===== src/rtl/cp0_unit_if.sv =====
// cp0_unit_if: groups the M-stage facing signals of coprocessor 0.
// master = pipeline side (drives M-stage indications, reads flush/EPC),
// slave  = cp0_unit side.
// There is no valid/ready pair on this bus. Every input is sampled at each
// rising clk edge, and oINT/oData are combinational in the same cycle.
interface cp0_unit_if;
  logic [4:0]  iA1;
  logic [31:0] oData;
  logic [4:0]  iA2;
  logic [31:0] iWD;
  logic        iWE;
  logic [31:0] iPC8;
  logic        iBD;
  logic        iEXC;
  logic [4:0]  iExcCode;
  logic [31:0] iBadVAddr;
  logic [5:0]  iHWInt;
  logic        iEXL_clr;
  logic        oINT;
  logic [31:0] oEPC;

  modport master (
    output iA1, iA2, iWD, iWE, iPC8, iBD, iEXC, iExcCode, iBadVAddr, iHWInt, iEXL_clr,
    input  oData, oINT, oEPC
  );

  modport slave (
    input  iA1, iA2, iWD, iWE, iPC8, iBD, iEXC, iExcCode, iBadVAddr, iHWInt, iEXL_clr,
    output oData, oINT, oEPC
  );
endinterface


===== src/rtl/cp0_unit.sv =====
// cp0_unit: MIPS coprocessor 0 (SR/Cause/EPC/PRId) behind the M stage.
// Arbitrates interrupt/exception entry, serves mfc0/mtc0, and drives the
// flush request oINT plus the registered return address oEPC.
// Optional feature macro: CP0_BADVADDR_EN adds read-only BadVAddr (reg 8).
module cp0_unit #(
  parameter logic [31:0] PRID = 32'h2024_0701
) (
  input logic       clk,
  input logic       reset,
  cp0_unit_if.slave bus
);

  // SR fields
  logic [5:0]  im;
  logic        exl;
  logic        ie;
  // Cause fields
  logic        bd;
  logic [5:0]  ip;
  logic [4:0]  excCode;
  // EPC keeps only the word-aligned part; bits [1:0] are always zero
  logic [29:0] epc;

  logic        intReq;
  logic        excReq;
  logic        take;
  logic [31:0] epcEntry;
  logic [31:0] srVal;
  logic [31:0] causeVal;
  logic [31:0] badVAddrVal;

  assign intReq   = (|(ip & im)) & ie & ~exl;
  assign excReq   = bus.iEXC & ~exl;
  assign take     = intReq | excReq;
  // A delay-slot instruction returns to its branch, one word earlier
  assign epcEntry = bus.iPC8 - (bus.iBD ? 32'd12 : 32'd8);

  assign srVal    = {16'h0000, im, 8'h00, exl, ie};
  assign causeVal = {bd, 15'h0000, ip, 3'b000, excCode, 2'b00};

  assign bus.oINT = take;
  assign bus.oEPC = {epc, 2'b00};

`ifdef CP0_BADVADDR_EN
  logic [31:0] badVAddr;

  // Capture the faulting address on address-error entries only
  always_ff @(posedge clk or negedge reset) begin
    if (!reset) begin
      badVAddr <= 32'h0;
    end else if (take && !intReq && (bus.iExcCode == 5'd4 || bus.iExcCode == 5'd5)) begin
      badVAddr <= bus.iBadVAddr;
    end
  end

  assign badVAddrVal = badVAddr;
`else
  logic unusedBadVAddr;
  assign unusedBadVAddr = ^bus.iBadVAddr;
  assign badVAddrVal    = 32'h0;
`endif

  // mfc0 read mux; no bypass from a same-cycle mtc0
  always_comb begin
    bus.oData = 32'h0;
    case (bus.iA1)
      5'd8:    bus.oData = badVAddrVal;
      5'd12:   bus.oData = srVal;
      5'd13:   bus.oData = causeVal;
      5'd14:   bus.oData = {epc, 2'b00};
      5'd15:   bus.oData = PRID;
      default: bus.oData = 32'h0;
    endcase
  end

  // CP0 state: IP sampling, entry (highest priority), else mtc0 then eret
  always_ff @(posedge clk or negedge reset) begin
    if (!reset) begin
      im      <= 6'h00;
      exl     <= 1'b0;
      ie      <= 1'b0;
      bd      <= 1'b0;
      ip      <= 6'h00;
      excCode <= 5'h00;
      epc     <= 30'h0;
    end else begin
      ip <= bus.iHWInt;
      if (take) begin
        // Entry drops any concurrent mtc0 and overrides eret
        exl     <= 1'b1;
        excCode <= intReq ? 5'd0 : bus.iExcCode;
        bd      <= bus.iBD;
        epc     <= epcEntry[31:2];
      end else begin
        if (bus.iWE) begin
          case (bus.iA2)
            5'd12: begin
              im  <= bus.iWD[15:10];
              exl <= bus.iWD[1];
              ie  <= bus.iWD[0];
            end
            5'd14:   epc <= bus.iWD[31:2];
            default: ;
          endcase
        end
        // Placed after the mtc0 write so eret wins on EXL
        if (bus.iEXL_clr) begin
          exl <= 1'b0;
        end
      end
    end
  end

endmodule

===== src/flat_wrapper.sv =====
// flat-port wrapper written by rule: the top's interface ports become plain ports
module cp0_unit_flat 
#(
  parameter logic [31:0] PRID = 32'h2024_0701
)
  (clk, reset, bus_iA1, bus_iA2, bus_iWD, bus_iWE, bus_iPC8, bus_iBD, bus_iEXC, bus_iExcCode, bus_iBadVAddr, bus_iHWInt, bus_iEXL_clr, bus_oData, bus_oINT, bus_oEPC);
  cp0_unit_if bus_i ();
  input logic clk;
  input logic reset;
  input wire logic [$bits(bus_i.iA1)-1:0] bus_iA1;
  input wire logic [$bits(bus_i.iA2)-1:0] bus_iA2;
  input wire logic [$bits(bus_i.iWD)-1:0] bus_iWD;
  input wire logic [$bits(bus_i.iWE)-1:0] bus_iWE;
  input wire logic [$bits(bus_i.iPC8)-1:0] bus_iPC8;
  input wire logic [$bits(bus_i.iBD)-1:0] bus_iBD;
  input wire logic [$bits(bus_i.iEXC)-1:0] bus_iEXC;
  input wire logic [$bits(bus_i.iExcCode)-1:0] bus_iExcCode;
  input wire logic [$bits(bus_i.iBadVAddr)-1:0] bus_iBadVAddr;
  input wire logic [$bits(bus_i.iHWInt)-1:0] bus_iHWInt;
  input wire logic [$bits(bus_i.iEXL_clr)-1:0] bus_iEXL_clr;
  output wire logic [$bits(bus_i.oData)-1:0] bus_oData;
  output wire logic [$bits(bus_i.oINT)-1:0] bus_oINT;
  output wire logic [$bits(bus_i.oEPC)-1:0] bus_oEPC;
  assign bus_i.iA1 = bus_iA1;
  assign bus_i.iA2 = bus_iA2;
  assign bus_i.iWD = bus_iWD;
  assign bus_i.iWE = bus_iWE;
  assign bus_i.iPC8 = bus_iPC8;
  assign bus_i.iBD = bus_iBD;
  assign bus_i.iEXC = bus_iEXC;
  assign bus_i.iExcCode = bus_iExcCode;
  assign bus_i.iBadVAddr = bus_iBadVAddr;
  assign bus_i.iHWInt = bus_iHWInt;
  assign bus_i.iEXL_clr = bus_iEXL_clr;
  assign bus_oData = bus_i.oData;
  assign bus_oINT = bus_i.oINT;
  assign bus_oEPC = bus_i.oEPC;
  cp0_unit #(.PRID(PRID)) u_core (.clk(clk), .reset(reset), .bus(bus_i));
endmodule

===== config.mk =====
export PLATFORM = sky130hd
export DESIGN_NAME = cp0_unit_flat
export DESIGN_NICKNAME = d
export VERILOG_FILES = /design/src/rtl/cp0_unit_if.sv /design/src/rtl/cp0_unit.sv /design/src/flat_wrapper.sv
export SDC_FILE = /design/constraint.sdc
export NUM_CORES = 1
export LEC_CHECK = 0
export CORE_ASPECT_RATIO = 1.2
export CORE_MARGIN = 10
export CORE_UTILIZATION = 42
export CTS_BUF_LIST = sky130_fd_sc_hd__clkbuf_8
export DETAILED_ROUTE_END_ITERATION = 7
export PLACE_DENSITY = 0.9
export SKIP_LAST_GASP = 1
export SLEW_MARGIN = 15
export SYNTH_ARGS = -nofsm -noshare
export SYNTH_HDL_FRONTEND = slang
export SYNTH_SLANG_ARGS = --single-unit

===== constraint.sdc =====
create_clock -name clk -period 3.3 [get_ports clk]
set_input_delay 0.495 -clock clk [delete_from_list [all_inputs] [get_ports clk]]
set_output_delay 0.495 -clock clk [all_outputs]
set_load 0.01 [all_outputs]

; ---- Word-level counts from Yosys, hierarchy flattened
; Cells that the tools add are included.
; Widths: inputs -> output; s select.
[classes]
add_sub_neg = 1
n_eq_ne = 6
n_mux = 10
n_bitwise = 7
reduce_logical = 8
[ops]
columns = cell, count
row1 = $pmux 32 s4, 1
row2 = $mux 30, 3
row3 = $sub 32x32->32, 1
row4 = $eq 5x4->1 const B, 6
row5 = $and 6x6->6, 1
row6 = $reduce_bool 3->1, 2
row7 = $reduce_or 6->1, 1
row8 = $mux 5, 1
row9 = $mux 1, 4
row10 = $reduce_and 2->1, 2
row11 = $reduce_bool 2->1, 2
row12 = $and 1x1->1, 3
row13 = $mux 3, 1
row14 = $reduce_and 3->1, 1
row15 = $not 1->1, 2
row16 = $or 1x1->1, 1
[totals]
register_bits = 50
in_bits = 123
out_inout_bits = 65
wordCells = 39

; ---- Logic depth before layout (Yosys ltp)
; Gate-level depths: netlist (run 1).
[depth]
word_depth = 7
ltp_mapped = 9
mapped_depth_nobuf = 9

; ---- Worst setup path before layout (run 1)
; OpenSTA, ideal clock, no wires.
[synth_timing]
path_type = input port to flip-flop
from = input port bus_iPC8[2]
to = register u_core.epc[18]
setup_time_ps = 131
arrival_time_ps = 2155
t_required_ps = 3169
setup_slack_ps = 1014
path_stages = 9
path_cell_list = inv_1 > ha_1 > inv_1 > ha_1 > nor4_1 > nand3_1 > or4_1 > xor2_1 > mux2i_1
[synth_between]
elab_chain_cells = 2
[synth_rtl]
columns = item, line
row1 = "start, declared", flat_wrapper.sv:14  ; input wire logic [$bits(bus_i.iPC8)-1:0] bus_iPC8;
row2 = $sub 32x32->32, cp0_unit.sv:36  ; assign epcEntry = bus.iPC8 - (bus.iBD ? 32'd12 : 32'd8);
row3 = $mux 30, cp0_unit.sv:88  ; if (take) begin
row4 = "end signal, assigned", cp0_unit.sv:93  ; epc <= epcEntry[31:2];
row5 = "end signal, assigned", cp0_unit.sv:102  ; 5'd14: epc <= bus.iWD[31:2];
row6 = "end, declared", cp0_unit.sv:22  ; logic [29:0] epc;
; Every way passes these cells.
; A chain may end at the register's enable or synchronous reset.

; ---- Worst setup path after layout (run 1)
[layout_timing]
from = input port bus_iA1[1]
to = output port bus_oData[7]
[layout_between]
elab_chain_cells = 2
elab_cells_between_ends = 5
[layout_rtl]
columns = item, line
row1 = "start, declared", flat_wrapper.sv:10  ; input wire logic [$bits(bus_i.iA1)-1:0] bus_iA1;
row2 = $eq 5x4->1, cp0_unit.sv:66  ; case (bus.iA1)
row3 = $pmux 32 s4 *, cp0_unit.sv:66
row4 = "end, declared", flat_wrapper.sv:21  ; output wire logic [$bits(bus_i.oData)-1:0] bus_oData;
; Mark *: on every way between the ends. The rest lies on a longest branch, timed or not.

==> qor.txt, run 1 <==
CP Capture Type = output port
Mean Syn Cell Area = 9.83 sq um
Fin crit share = 0.906
Post-synth top area share = 0.399
Initial Util = 0.431
Design Area, Final = 4900 sq um
Reg2reg end = u_core.im[3]
Post-synthesis sequential area ratio = 0.399
Syn Inst Count = 319
Core Box Area = 7270 sq um
LEAKAGE = 0.00218 uW
Die height = 115 um
DR vias = 3,038
Asr flop ratio synth = 1.00
Antenna Nets Post-Route = 0
I/O pins = 188
Reg clk slew, reported paths = 0.09 ns
Worst Path Required = 2.80 ns
Critical path cell sequence = clkdlybuf4s50_1, nor2b_1, nor2b_1, buf_4, and2_1, clkdlybuf4s50_1
Total length of routed wires = 10,600 um
Routed length per instance = 18.9 um
Slew HR = 0.558
Post-synth EDFFs = 0
Synth warn = 0
Worst vdd ir = 0.314 mV
Startpoint Class = input pin
Cts hold-fix bufs = 0
Ys flop type = dfrtp_1
Post-Route Skew = 0.00902 ns
Antenna cells = 0
DRT Pass-1 Iters = 5
Max_cap viols = 0
Cell Area, Placed = 4780 sq um
Synth area leaders = dfrtp_1 40%, mux2i_1 18%, nor2_1 4.2%
Pin count of the biggest net entering global routing = 51
Area Growth Syn to Fin = 56.2%
Share of cells above drive strength 1 = 0.0781
Die area = 11,300 sq um
Mapped Area = 3140 sq um
DP Wirelength = 8640 um
Clock tree buffer depth = 2
Worst skew pair latency = 0.31 ns
Critical path peak fanout = 13
RSZ-0062 raised after global routing = false
Critical Path Max Stage Delay = 0.64 ns
Clk root buf = clkbuf_8
Post-CTS sizing = 0
Setup Buffers After CTS = 0
Final Critical Period = 2.99 ns
Slowest CP cell = clkdlybuf4s50_1
DR iter-0 viols = 89
HP Class = in2async
First-pass GRT wire length = 17,100 um
Max-slew violations = 0
F_max = 334 MHz
Synth cell count leaders = 55 x mux2i_1, 50 x dfrtp_1, 35 x nor2_1, 16 x nand2_1, 15 x xor2_1
Final setup violation count = 0
CTS H-tree lvls = 2
Vias in the first global route = 3,362
Global route overflow = 0
Pwr Density = 556 nW/um^2
CTS tree = built
Die width = 98.9 um
R2r setup slk = 1.21 ns
Area leader, netlist = dfrtp_1
Synth cell types = 45
DRC Markers = 0
# port buffers = 151
GRT Util Overall = 0.181
Worst EP arrival = 2.50 ns
Vias per cell = 5.39
Sink Count = 50
GPL Wtd Cong = 0.815
#FFs+latches synth = 50
Final Hold Vio Count = 0
Worst R2R Path Depth = 5
Worst slew pin tran = 0.662 ns
Setup TNS = 0 ns
Initial antenna violation count = 0
Nets = 598
Most frequent cell after synthesis = mux2i_1
CTS Buf Count = 5
Status = completed
Reg-to-Reg Start = u_core.im[1]
Cell Rows = 34
CP Class = in2out
## cell families (layout without fill, tap and decap cells)
family	Yosys count	in the layout	share of synthesized area
AND/OR/NAND/NOR	116	116	0.204
multiplexers	62	62	0.201
flip-flops	50	50	0.399
AO/OA/AOI/OAI	42	42	0.0894
XOR/XNOR	25	25	0.0698
buffers and inverters	21	175	0.0283
adder cells (fa/ha/maj)	2	2	0.00798
other	1	2	0.00120
## worst max-delay path, delay by kind of cell
kind / cells / cell delay (ns)
buffers and inverters: 3 / 1.40
AND/OR/NAND/NOR: 3 / 0.59
## sequential cells by signal, summed over array words and instances, names as in the netlist
| name | flops |
|---|---|
| u_core.bd | 1 |
| u_core.epc | 30 |
| u_core.excCode | 5 |
| u_core.exl | 1 |
| u_core.ie | 1 |
| u_core.im | 6 |
| u_core.ip | 6 |
## metrics by stage
stage / total power, uW / hold slack (ns) / setup slack (ns) / cells / utilization
2_1_floorplan: 1580 / 0.199 / 1.01 / 320 / -
3_3_place_gp: 2250 / 0.465 / 0.320 / 556 / 0.657
3_5_place_dp: 2300 / 0.473 / 0.271 / 556 / 0.657
4_1_cts: 2760 / 0.448 / 0.296 / 564 / 0.673
5_1_grt: 2910 / 0.250 / 0.203 / 564 / 0.673
6_report: 2720 / 0.210 / 0.309 / 564 / 0.673
## layer usage
metal  GRT usage  up-vias  routed length [um]
met4      0.0660        0                 220
met3      0.0501       18                 808
met2       0.324      119                5740
li1            -     1447                   -
met5           0        -                   0
met1       0.198     1454                3870
## area by class of cell
| type | count | area (sq um) |
|---|---|---|
| inverter | 4 | 15.0 |
| sequential | 50 | 1250 |
| clock buffer | 5 | 68.8 |
| multi-input combinational | 249 | 1800 |
| timing repair buffer | 163 | 1600 |
| tap | 90 | 113 |
| fill | 580 | 2380 |
| clock inverter | 3 | 47.5 |
## cell usage in the layout, fill, tap and decap left out, types with 2 or more instances in the layout
cell | synthesis | layout
a211oi_1 | 2 | 2
a21oi_1 | 9 | 9
a22o_1 | 5 | 5
a22oi_1 | 9 | 9
and2_1 | 14 | 14
and3_1 | 2 | 2
buf_4 | 2 | 13
clkbuf_8 | 0 | 5
clkdlybuf4s50_1 | 0 | 150
conb_1 | 1 | 2
dfrtp_1 | 50 | 50
ha_1 | 2 | 2
inv_1 | 3 | 3
mux2_2 | 7 | 7
mux2i_1 | 55 | 55
nand2_1 | 16 | 16
nand2b_1 | 2 | 2
nand3_1 | 3 | 2
nand3_2 | 1 | 2
nand3b_1 | 2 | 2
nand4_1 | 3 | 3
nand4b_1 | 3 | 3
nor2_1 | 35 | 35
nor2b_1 | 6 | 6
nor3_1 | 6 | 6
nor4_1 | 8 | 8
o21ai_0 | 10 | 10
o31a_1 | 2 | 2
or3_1 | 5 | 5
or4_1 | 4 | 4
xnor2_1 | 10 | 10
xor2_1 | 15 | 15
## power breakdown
group	total [uW]	leakage, uW	switching (uW)	internal, uW
registers	1050	0.000600	195	857
clock network	454	0.0000587	223	230
logic	1220	0.00153	518	699
total	2720	0.00218	936	1790
## worst max-delay path by stage
stage	startpoint	end	slack, ns
6_report	bus_iA1[1]	bus_oData[7]	0.31
5_1_grt	bus_iA1[1]	bus_oData[7]	0.20
3_5_place_dp	bus_iBD	u_core.epc[18]	0.27
4_1_cts	bus_iA1[1]	bus_oData[7]	0.30
2_1_floorplan	bus_iPC8[2]	u_core.epc[18]	1.01
3_3_place_gp	bus_iBD	u_core.epc[18]	0.32
Note: power is estimated with default switching activity, not from simulation.
==> inputs of run 2 (changes only) <==
--- a/config.mk
+++ b/config.mk
@@ -10,6 +10,7 @@
 export CORE_UTILIZATION = 42
 export CTS_BUF_LIST = sky130_fd_sc_hd__clkbuf_8
 export DETAILED_ROUTE_END_ITERATION = 7
+export GPL_TIMING_DRIVEN = 0
 export PLACE_DENSITY = 0.9
 export SKIP_LAST_GASP = 1
 export SLEW_MARGIN = 15
==> run 2 against run 1 <==
Net effect:
- cell area barely moved
- clock skew fell by 0.0039 ns
- die area did not move
- hold slack got worse by 0.056 ns
- critical endpoint is now bus_oINT
==> qor.txt, run 2 (same netlist as run 1, synthesis figures left out) <==
Status = completed
Biggest regs = u_core.epc (30), u_core.im (6), u_core.ip (6)
Critical path peak fanout = 10 (-3)
RSZ-0062 raised after global routing = true
Crit path max-delay family = buffers and inverters
Nets = 604 (+1.0%)
DR vias = 3,055 (+0.56%)
Worst R2R Path Depth = 6 (+1)
I/O pins = 188 (unchanged)
HP Class = in2async
LEAKAGE = 0.00217 uW (-0.61%)
Dpl cells = 562 (+1.1%)
Worst vdd ir = 0.376 mV (+20%)
Clock tree buffer depth = 2 (unchanged)
Non-filler instance count after layout = 570 (+1.1%)
CTS H-tree lvls = 2 (unchanged)
Initial Util = 0.431 (unchanged)
Final Hold Vio Count = 0 (unchanged)
Most used cell, CP = clkdlybuf4s50_1
Max-slew violations = 0 (unchanged)
Routed length per instance = 19.4 um (+2.8%)
Reg with most FFs = u_core.epc
Total length of routed wires = 11,100 um (+3.9%)
F_max = 309 MHz (-7.4%)
Final Critical Period = 3.23 ns (+0.241 ns)
Setup Buffers After CTS = 0 (unchanged)
Slowest CP cell = clkdlybuf4s50_1
R2r setup slk = 0.99 ns (-0.22 ns)
Share of cells above drive strength 1 = 0.0708 (-0.00723)
Cts hold-fix bufs = 0 (unchanged)
Reg clk slew, reported paths = 0.10 ns (about the same)
Filler Cell Count = 564 (-2.8%)
Sink Count = 50 (unchanged)
Initial antenna violation count = 0 (unchanged)
Worst Path Required = 2.80 ns (about the same)
Worst EP arrival = 2.74 ns (+0.24 ns)
Die width = 98.9 um (unchanged)
Leading cell types in the layout, fill and taps excluded = 150 x clkdlybuf4s50_1, 55 x mux2i_1, 50 x dfrtp_1
Clk root buf = clkbuf_8
# port buffers = 151 (unchanged)
Vias in the first global route = 3,199 (-4.8%)
Core Box Area = 7270 sq um (unchanged)
First-pass GRT wire length = 17,500 um (+2.3%)
Area Growth Syn to Fin = 56.1% (about the same)
Worst skew pair latency = 0.30 ns (about the same)
CTS Buf Count = 5 (unchanged)
DP Wirelength = 9080 um (+5.2%)
Worst slew pin tran = 0.884 ns (+0.221 ns)
Bufs and invs on worst path = 5 (+2)
GRT Util Overall = 0.190 (+0.00865)
Commonest non-fill, non-tap cell in the layout = clkdlybuf4s50_1
Post-Route Skew = 0.00511 ns (-0.00391 ns)
Pin count of the biggest net entering global routing = 31 (-39%)
Reg2reg end = u_core.im[4]
CTS tree = built
Critical path cell sequence = clkdlybuf4s50_1, a221oi_1, a31o_2, buf_2, clkinvlp_4, clkbuf_1, clkdlybuf4s50_1
Startpoint Class = input pin
Cell Rows = 34 (unchanged)
Die height = 115 um (unchanged)
Vias per cell = 5.36 (-0.50%)
Fin crit share = 0.979 (+0.0729)
Antenna Nets Post-Route = 0 (unchanged)
CP Class = in2out
Critical Path Max Stage Delay = 0.63 ns (about the same)
Pwr Density = 548 nW/um^2 (-1.4%)
Die area = 11,300 sq um (unchanged)
DRT Pass-1 Iters = 4 (-1)
Slew HR = 0.406 (-0.152)
DRC Markers = 0 (unchanged)
Antenna cells = 0 (unchanged)
Max reg flops = 30 (unchanged)
CP Capture Type = output port
Max_cap viols = 0 (unchanged)
DR iter-0 viols = 126 (+42%)
Reg-to-Reg Start = u_core.im[1]
Final Total Pwr = 2680 uW (-1.5%)
Global route overflow = 0 (unchanged)
Final setup violation count = 0 (unchanged)
GPL Wtd Cong = 0.845 (+3.6%)
[run 2: changes by cell type in the layout (fill, tap and decap cells not counted), sizes merged]
| cell | change |
|---|---|
| clkbuf | +13 |
| buf | -6 |
| bufinv | -1 |
| clkinvlp | +1 |
| inv | -1 |
[run 2: timing repair]
item / 4_1_cts / 5_1_grt
endpoints found under the hold margin: 0 / 0
endpoints found under the setup margin: 10 / 12
resized for setup: 3 / 4
cloned: 0 / 0
[run 2: metal layers]
metal,track usage,vias to the layer above,part of all wire
li1,-,1462,-
met1,0.213,1469,0.38
met5,0,-,0
met4,0.0584,0,0.017
met3,0.0483,14,0.068
met2,0.341,110,0.53
[run 2: through the flow]
| step | TNS [ns] | setup WS, ns | hold slack, ns | instance area, sq um | utilization |
|---|---|---|---|---|---|
| after floorplan | 0 | 1.01 | 0.199 | 3140 | - |
| after global placement | -2.91 | -0.300 | 0.468 | 4760 | 0.655 |
| after detailed placement | -2.83 | -0.294 | 0.471 | 4780 | 0.657 |
| after CTS | 0 | 0.0315 | 0.160 | 4880 | 0.671 |
| after global routing | -0.0223 | -0.0223 | 0.185 | 4890 | 0.673 |
| final | 0 | 0.0688 | 0.154 | 4890 | 0.673 |
[run 2: how the worst max path moves through the flow]
stage                            from              to  slack (ns)  cells after the start
after global placement     bus_iA1[0]    bus_oData[7]       -0.30                      6
after detailed placement   bus_iA1[0]   bus_oData[17]       -0.29                      6
after CTS                    bus_iEXC        bus_oINT        0.03                      7
final                        bus_iEXC        bus_oINT        0.07                      7
after global routing         bus_iEXC        bus_oINT       -0.02                      7
after floorplan           bus_iPC8[2]  u_core.epc[18]        1.01                      9
[run 2: layout make-up]
| cell class | instances | area [sq um] | area share |
|---|---|---|---|
| Multi-Input combinational cell | 249 | 1810 | 0.370 |
| Timing Repair Buffer | 152 | 1530 | 0.312 |
| Sequential cell | 50 | 1250 | 0.256 |
| Tap cell | 90 | 113 | 0.0230 |
| Clock buffer | 6 | 82.6 | 0.0169 |
| Buffer | 17 | 76.3 | 0.0156 |
| Inverter | 4 | 18.8 | 0.00383 |
| Clock inverter | 2 | 17.5 | 0.00358 |
[run 2: where the power goes]
group	leakage, uW	switching [uW]	internal [uW]
Sequential	0.000600	197	857
Clock	0.0000514	220	173
Combinational	0.00152	535	701
[run 2: worst register-to-register path: cells and delay by family (launching register included)]
family | cells | cell delay (ns)
buffers and inverters | 2 | 0.48
AO/OA/AOI/OAI | 2 | 0.51
multiplexers | 1 | 0.39
AND/OR/NAND/NOR | 1 | 0.40
flip-flops | 1 | 0.42
==> inputs of run 3 (changes only) <==
==> constraint.sdc (replaced) <==
create_clock -name clk -period 3.3 [get_ports clk]
set_input_delay 0.495 -clock clk [delete_from_list [all_inputs] [get_ports clk]]
set_output_delay 0.495 -clock clk [all_outputs]
set_load 0.05 [all_outputs]
==> run 3 against run 2 <==
Net effect:
- first-iteration DRC count down 7.1%
- critical path depth unchanged
- hold slack better by 0.0026 ns
- routed wire length unchanged
- sequential cell count unchanged
==> qor.txt, run 3 (same netlist as run 1, synthesis figures left out) <==
Final core utilization = 0.672 (-0.000860)
Core Box Area = 7270 sq um (unchanged)
Setup TNS = 0 ns (unchanged)
First-pass GRT wire length = 17,500 um (about the same)
Antenna cells = 0 (unchanged)
DR iter-0 viols = 117 (-7.1%)
Die width = 98.9 um (unchanged)
Leading cell types in the layout, fill and taps excluded = 130 x clkdlybuf4s50_1, 55 x mux2i_1, 50 x dfrtp_1
Reg with most FFs = u_core.epc
Sink Count = 50 (unchanged)
Pwr Density = 675 nW/um^2 (+23%)
Worst slew pin tran = 0.867 ns (-0.0169 ns)
Final Critical Period = 3.18 ns (-0.0480 ns)
Status = completed
Biggest regs = u_core.epc (30), u_core.im (6), u_core.ip (6)
Worst skew pair latency = 0.30 ns (about the same)
CTS H-tree lvls = 2 (unchanged)
Total length of routed wires = 11,100 um (unchanged)
CTS tree = built
Vias per cell = 5.33 (-0.59%)
Area Growth Syn to Fin = 55.9%
Vias in the first global route = 3,200 (+0.031%)
# port buffers = 151 (unchanged)
GRT Util Overall = 0.190 (unchanged)
Die height = 115 um (unchanged)
Cell Rows = 34 (unchanged)
Worst R2R Path Depth = 6 (unchanged)
M1 wire length = 4240 um (+0.55%)
Die area = 11,300 sq um (unchanged)
Slew HR = 0.417 (+0.0114)
Nets = 604 (unchanged)
Global route overflow = 0 (unchanged)
Reg-to-Reg Start = u_core.im[1]
Final setup violation count = 0 (unchanged)
Routed length per instance = 19.4 um (unchanged)
Worst EP arrival = 2.69 ns (-0.05 ns)
DP Wirelength = 9080 um (unchanged)
Worst vdd ir = 0.553 mV (+47%)
I/O pins = 188 (unchanged)
Clk root buf = clkbuf_8
F_max = 314 MHz (+1.5%)
DR vias = 3,037 (-0.59%)
Commonest non-fill, non-tap cell in the layout = clkdlybuf4s50_1
Initial antenna violation count = 0 (unchanged)
Max-slew violations = 0 (unchanged)
Reg clk slew, reported paths = 0.10 ns (about the same)
Max reg flops = 30 (unchanged)
Met3 wire len = 700 um (-7.2%)
Final Hold Vio Count = 0 (unchanged)
Post-Route Skew = 0.00543 ns (+0.000318 ns)
HP Class = in2async
R2r setup slk = 0.98 ns (about the same)
Max_cap viols = 0 (unchanged)
Startpoint Class = input pin
Worst Setup Slack, final = 0.117 ns (+0.0480 ns)
Pre-CTS setup slack = -0.561 ns (-0.267 ns)
Fin crit share = 0.965 (-0.0145)
DRC Markers = 0 (unchanged)
Clock tree buffer depth = 2 (unchanged)
Critical path peak fanout = 10 (unchanged)
LEAKAGE = 0.00232 uW (+7.1%)
Initial Util = 0.431 (unchanged)
Share of cells above drive strength 1 = 0.0792 (+0.00833)
CTS Buf Count = 5 (unchanged)
Pin count of the biggest net entering global routing = 31 (unchanged)
Antenna Nets Post-Route = 0 (unchanged)
GPL Wtd Cong = 0.845 (unchanged)
DR WL met2 = 5990 um (+1.6%)
Highest layer used for signal routing = met4
CP Capture Type = output port
DRT Pass-1 Iters = 4 (unchanged)
CP Class = in2out
Reg2reg end = u_core.im[4]
Worst Path Required = 2.80 ns (about the same)
run 3: changes by cell type in the layout (fill, tap and decap cells not counted):
cell and change:
dlymetal6s2s_1 +7, clkbuf_2 +4, nor2b_4 -1, nor2b_2 +1, clkdlybuf4s15_1 +6, clkbuf_1 -1
clkdlybuf4s50_1 -20, dlygate4sd2_1 +4
run 3: final cells by class:
cell class,instances,area [sq um]
Fill cell,570,2390
Multi-Input combinational cell,249,1800
Timing Repair Buffer,152,1520
Sequential cell,50,1250
Tap cell,90,113
Clock buffer,6,82.6
Buffer,17,77.6
Inverter,4,18.8
Clock inverter,2,17.5
run 3: how the worst max path moves through the flow:
stage / startpoint / end / slack, ns
after floorplan: bus_iA1[1] / bus_oData[10] / 0.72
after global placement: bus_iA1[0] / bus_oData[7] / -0.57
after detailed placement: bus_iA1[0] / bus_oData[17] / -0.56
after CTS: bus_iA1[0] / bus_oData[7] / -0.28
after global routing: bus_iA1[0] / bus_oData[28] / -0.04
final: bus_iEXC / bus_oINT / 0.12
run 3: stage by stage:
step,total power (uW),hold WS [ns],area [sq um],cells
2_1_floorplan,2190,0.199,3140,320
4_1_cts,3320,0.160,4870,570
3_3_place_gp,2880,0.468,4760,561
5_1_grt,3470,0.185,4890,570
6_report,3300,0.156,4890,570
3_5_place_dp,2930,0.471,4780,562
run 3: routing by layer:
layer | vias to the layer above | global-route usage
met4 | 0 | 0.0526
met2 | 92 | 0.344
met3 | 6 | 0.0483
met1 | 1479 | 0.213
li1 | 1460 | -
met5 | - | 0
run 3: where the power goes:
part | internal [uW] | switching [uW] | leakage (uW)
logic | 692 | 1160 | 0.00167
registers | 857 | 198 | 0.000600
clock network | 173 | 221 | 0.0000514
total | 1720 | 1580 | 0.00232
run 3: timing repair:
| item | 4_1_cts | 5_1_grt |
|---|---|---|
| resized for setup | 15 | 25 |
| endpoints found under the setup margin | 16 | 26 |
| hold buffers | 0 | 0 |
| buffers inserted | 0 | 0 |
run 3: critical path, stage by stage:
cell,delay (ns)
clkdlybuf4s50_1,0.51
a221oi_1,0.07
a31o_2,0.26
buf_2,0.19
clkinvlp_4,0.19
clkbuf_1,0.38
dlygate4sd2_1,0.59
